`src/rtl/pipe_ctrl.sv`:
```
// Pipeline hazard/stall controller: load-use stall, taken-branch flush, memory wait and timeout.
// Optional performance counters (stall_cnt, flush_cnt) are built when PIPE_CTRL_PERF_EN is defined.
module pipe_ctrl #(
    parameter int unsigned MEM_TIMEOUT = 255
) (
    input  logic        clk,
    input  logic        reset,
    input  logic [4:0]  Rd_ex,
    input  logic        MemtoReg_ex,
    input  logic [4:0]  Rn_id,
    input  logic [4:0]  Rm_id,
    input  logic        uses_rm_id,
    input  logic        br_taken_mem,
    input  logic        mem_req_mem,
    input  logic        mem_ack,
    output logic        pc_en,
    output logic        if_id_en,
    output logic        id_ex_en,
    output logic        ex_mem_en,
    output logic        mem_wb_en,
    output logic        if_id_flush,
    output logic        id_ex_flush,
    output logic        ex_mem_flush,
`ifdef PIPE_CTRL_PERF_EN
    output logic [31:0] stall_cnt,
    output logic [31:0] flush_cnt,
`endif
    output logic        mem_err
);

    typedef enum logic [1:0] {RUN, MEM_WAIT, ERR} state_t;

    localparam logic [7:0] TIMEOUT = 8'(MEM_TIMEOUT);

    state_t     state;
    logic [7:0] wait_cnt;
    logic       load_use;
    logic       run_rules;
    logic       mem_stall;

    assign load_use  = MemtoReg_ex && (Rd_ex != 5'd31) &&
                       ((Rd_ex == Rn_id) || (uses_rm_id && (Rd_ex == Rm_id)));
    assign mem_stall = mem_req_mem && !mem_ack;

    always_comb begin
        pc_en        = 1'b0;
        if_id_en     = 1'b0;
        id_ex_en     = 1'b0;
        ex_mem_en    = 1'b0;
        mem_wb_en    = 1'b0;
        if_id_flush  = 1'b0;
        id_ex_flush  = 1'b0;
        ex_mem_flush = 1'b0;
        run_rules    = 1'b0;
        if (reset) begin
            unique case (state)
                RUN:      run_rules = !mem_stall;
                MEM_WAIT: run_rules = mem_ack;
                default:  run_rules = 1'b0;
            endcase
        end
        if (run_rules) begin
            pc_en     = 1'b1;
            if_id_en  = 1'b1;
            id_ex_en  = 1'b1;
            ex_mem_en = 1'b1;
            mem_wb_en = 1'b1;
            // Taken branch discards the wrong-path instructions, which makes any load-use moot.
            if (br_taken_mem) begin
                if_id_flush  = 1'b1;
                id_ex_flush  = 1'b1;
                ex_mem_flush = 1'b1;
            end else if (load_use) begin
                pc_en       = 1'b0;
                if_id_en    = 1'b0;
                id_ex_flush = 1'b1;
            end
        end
    end

    always_ff @(posedge clk) begin
        if (!reset) begin
            state    <= RUN;
            wait_cnt <= '0;
            mem_err  <= 1'b0;
`ifdef PIPE_CTRL_PERF_EN
            stall_cnt <= '0;
            flush_cnt <= '0;
`endif
        end else begin
            unique case (state)
                RUN: begin
                    if (mem_stall) begin
                        state    <= MEM_WAIT;
                        wait_cnt <= 8'd1;
                    end
                end
                MEM_WAIT: begin
                    if (mem_ack) begin
                        state    <= RUN;
                        wait_cnt <= '0;
                    end else if (wait_cnt == TIMEOUT) begin
                        state   <= ERR;
                        mem_err <= 1'b1;
                    end else if (wait_cnt != '1) begin
                        wait_cnt <= wait_cnt + 8'd1;
                    end
                end
                default: begin
                    state   <= ERR;
                    mem_err <= 1'b1;
                end
            endcase
`ifdef PIPE_CTRL_PERF_EN
            if (!pc_en && (stall_cnt != '1))
                stall_cnt <= stall_cnt + 32'd1;
            if (if_id_flush && (flush_cnt != '1))
                flush_cnt <= flush_cnt + 32'd1;
`endif
        end
    end

endmodule

```
`config.mk`:
```
export PLATFORM = sky130hd
export DESIGN_NAME = pipe_ctrl
export DESIGN_NICKNAME = d
export VERILOG_FILES = /design/src/rtl/pipe_ctrl.sv
export SDC_FILE = /design/constraint.sdc
export NUM_CORES = 1
export LEC_CHECK = 0
export CAP_MARGIN = 20
export CORE_MARGIN = 2
export CORE_UTILIZATION = 41
export DETAILED_ROUTE_END_ITERATION = 8
export PLACE_DENSITY = 0.79
export SLEW_MARGIN = 5
export SYNTH_ARGS = -nofsm -noshare
export SYNTH_HDL_FRONTEND = slang
export SYNTH_SLANG_ARGS = --single-unit
```
`constraint.sdc`:
```
create_clock -name clk -period 2.06 [get_ports clk]
set_input_delay 0.412 -clock clk [delete_from_list [all_inputs] [get_ports clk]]
set_output_delay 0.412 -clock clk [all_outputs]
set_load 0.1 [all_outputs]
```
==> impl_metrics.toml <==
[setup_path]
crit_required_ps = 1650
cp-end-kind = "output pin"
worst_path_max_delay_cell = "nor4_2"
cp_max_fo = 2
max_stage_delay_ps = 360
worstSetupStartpointType = "primary input"
crit_type = "in -> out"
path_buf_inv = 2
cp_top_family = "compound AO/OA/AOI/OAI gates"
crit_chain = "buf_6 -> xor2_1 -> nor4_2 -> a32oi_2 -> o31a_4 -> buf_12"
arrival_ps = 1720

[clock_tree]
cts_hold_buf = 0
htreeDepth = 1
cts_tree = "yes"
clkSlewWorstSetupHoldPaths_ps = 70
clk_latency_ps = 280
cts_buffer_depth = 2
clockRootBuffer = "clkbuf_4"
numCtsBuffers = 3
cts_sinks = 11

[floorplan]
core_sq_um = 1730
die_x_microns = 46.6
die_area_sq_um = 2180
ios = 31
start_util_pct = 43.2
fp.dieH_microns = 46.6
num_rows = 15

[timing]
fmax_ghz = 0.468
final_hold_viol_count = 0
worst_slew_pin_slew_ps = 513
finalMaxSlewViolations = 0
min_period_over_period_pct = 104
min_period_ps = 2130
fin_skew_ps = 2.73
finalSetupViolCount = 3
rsz0062_at_grt = "yes"
worst_slack_ps = -74.6
slew_headroom_pct = 65.6

[cells_and_area]
antenna_cells = 0
fin_util_pct = 76.6
drive_gt1_share_pct = 37.6
syn_to_final_growth_pct = 77.3
final_cells = 158
fin_nets = 157

[place]
portBuffers = 30
dp_worst_setup_slack_ps = -443
dp.cells = 151
dp_hpwl_microns = 1920
gp_congestion = 0.831

[drt]
wl_met2_microns = 1490
wire_per_inst_microns = 16.0
drcViolationCount = 0
drtAntennaViolNets = 0
wl_met1_microns = 912
drt-total-wl_microns = 2530
vias_per_cell = 5.45
firstDrtPassIters = 4
via_count = 861
first_iter_violations = 10
top_layer = "met4"
met3_length_microns = 84

[job]
cap_viol_max_count = 0

[global_route]
overflow = 0
grt_pass1_vias = 850
grt_pass1_wl_microns = 3790
grt_max_degree = 14
grt.total_usage_pct = 25.1
antenna_found_initial = 0

[min_path]
worstHoldPathType = "reg -> reg"

[logic_synthesis]
async_flop_share_pct = 0
synthCells = 87
synth_nets = 110
yosysSeqAreaShare_pct = 29.5
synth_flop_cell = "dfxtp_1"
synth_seq_cells = 11
yosys_warnings = 0
syn_avg_cell_area_sq_um = 8.57
synth_area_sq_um = 746
synth-edff-count = 0
ys_types = 34

[power_and_ir_drop]
peakVddDrop_v = 0.000489
p_per_area_nw_per_um2 = 482
power.total_w = 0.000638
p_leak_nw = 0.547

[run_status]
outcome = "finished with violations"
violations = "negative setup slack"
## kinds of logic (layout without fill, tap and decap cells)
group | Yosys count | in the layout | synth area share [%]
compound gates | 27 | 27 | 24.2
mux | 1 | 1 | 1.34
simple gates | 28 | 28 | 23.8
xor+xnor | 10 | 10 | 11.7
flops | 11 | 11 | 29.5
buf+inv | 9 | 55 | 7.72
fa+ha+maj | 1 | 1 | 1.68
## state kept, by name, summed over array words and instances, names as in the netlist
register  cells
wait_cnt      8
state         2
mem_err       1
## repair_timing
item / 4_1_cts / 5_1_grt
pin swaps: 13 / 4
setup endpoints to repair: 5 / 3
gates resized for setup: 45 / 10
hold endpoints to repair: 0 / 0
setup buffers: 2 / 1
## final timing paths
| check | from | endpoint | slack, ps | depth (start not counted) |
|---|---|---|---|---|
| setup / recovery | Rm_id[3] | if_id_en | -70 | 6 |
| hold / removal | mem_err | mem_err | 490 | 1 |
| setup reg to reg | wait_cnt[0] | wait_cnt[6] | 280 | 5 |
| hold reg to reg | mem_err | mem_err | 490 | 1 |
## power breakdown
group | switching (W) | leakage (nW) | internal [W] | total, W
registers | 0.00000427 | 0.0890 | 0.000215 | 0.000219
clock network | 0.0000815 | 0.0150 | 0.0000754 | 0.000157
logic | 0.000143 | 0.443 | 0.000119 | 0.000262
## through the flow
step	hold slack, ps	TNS [ps]	instance area (sq um)
after floorplan	448	-188	801
after global placement	456	-1240	1260
after detailed placement	469	-1580	1260
after CTS	488	-84.2	1300
after global routing	501	-345	1320
final	485	-213	1320
## cell type report
cell class	instances	area, sq um
Clock buffer	4	26.3
Tap cell	25	31.3
Multi-Input combinational cell	67	533
Fill cell	130	404
Inverter	3	11.3
Timing Repair Buffer	48	500
Sequential cell	11	220
## metal layers
metal	GRT usage (%)	up-vias
met5	0	-
met4	7.22	0
met3	4.71	4
met2	50.6	24
met1	25.3	415
li1	-	418
## synthesized netlist by cell type, drive strengths merged, types with 2 or more instances
cell    count  area [sq um]
o21bai      2          15.0
or3         2          12.5
buf         6          46.3
inv         3          11.3
a21oi       6          30.0
o31ai       4          30.0
o211ai      3          22.5
xor2        9          78.8
nor2b       2          20.0
nor2        2          7.51
and3        4          25.0
o21ai       6          30.0
nand3       6          30.0
o31a        2          17.5
or4         4          30.0
dfxtp      11           220
nor3        2          10.0
## layout by cell type (no fill, tap or decap), drive strengths merged, types with 2 or more instances in the layout
| master | n |
|---|---|
| xor2 | 9 |
| inv | 3 |
| a21oi | 6 |
| o211ai | 3 |
| buf | 35 |
| dfxtp | 11 |
| nor2b | 2 |
| o21bai | 2 |
| or3 | 2 |
| nand3 | 6 |
| nor3 | 2 |
| o31ai | 4 |
| o21ai | 6 |
| clkbuf | 4 |
| clkdlybuf4s50 | 3 |
| and3 | 4 |
| or4 | 4 |
| o31a | 2 |
| nor2 | 2 |
| dlygate4sd2 | 9 |
Note: power is estimated with default switching activity, not from simulation.
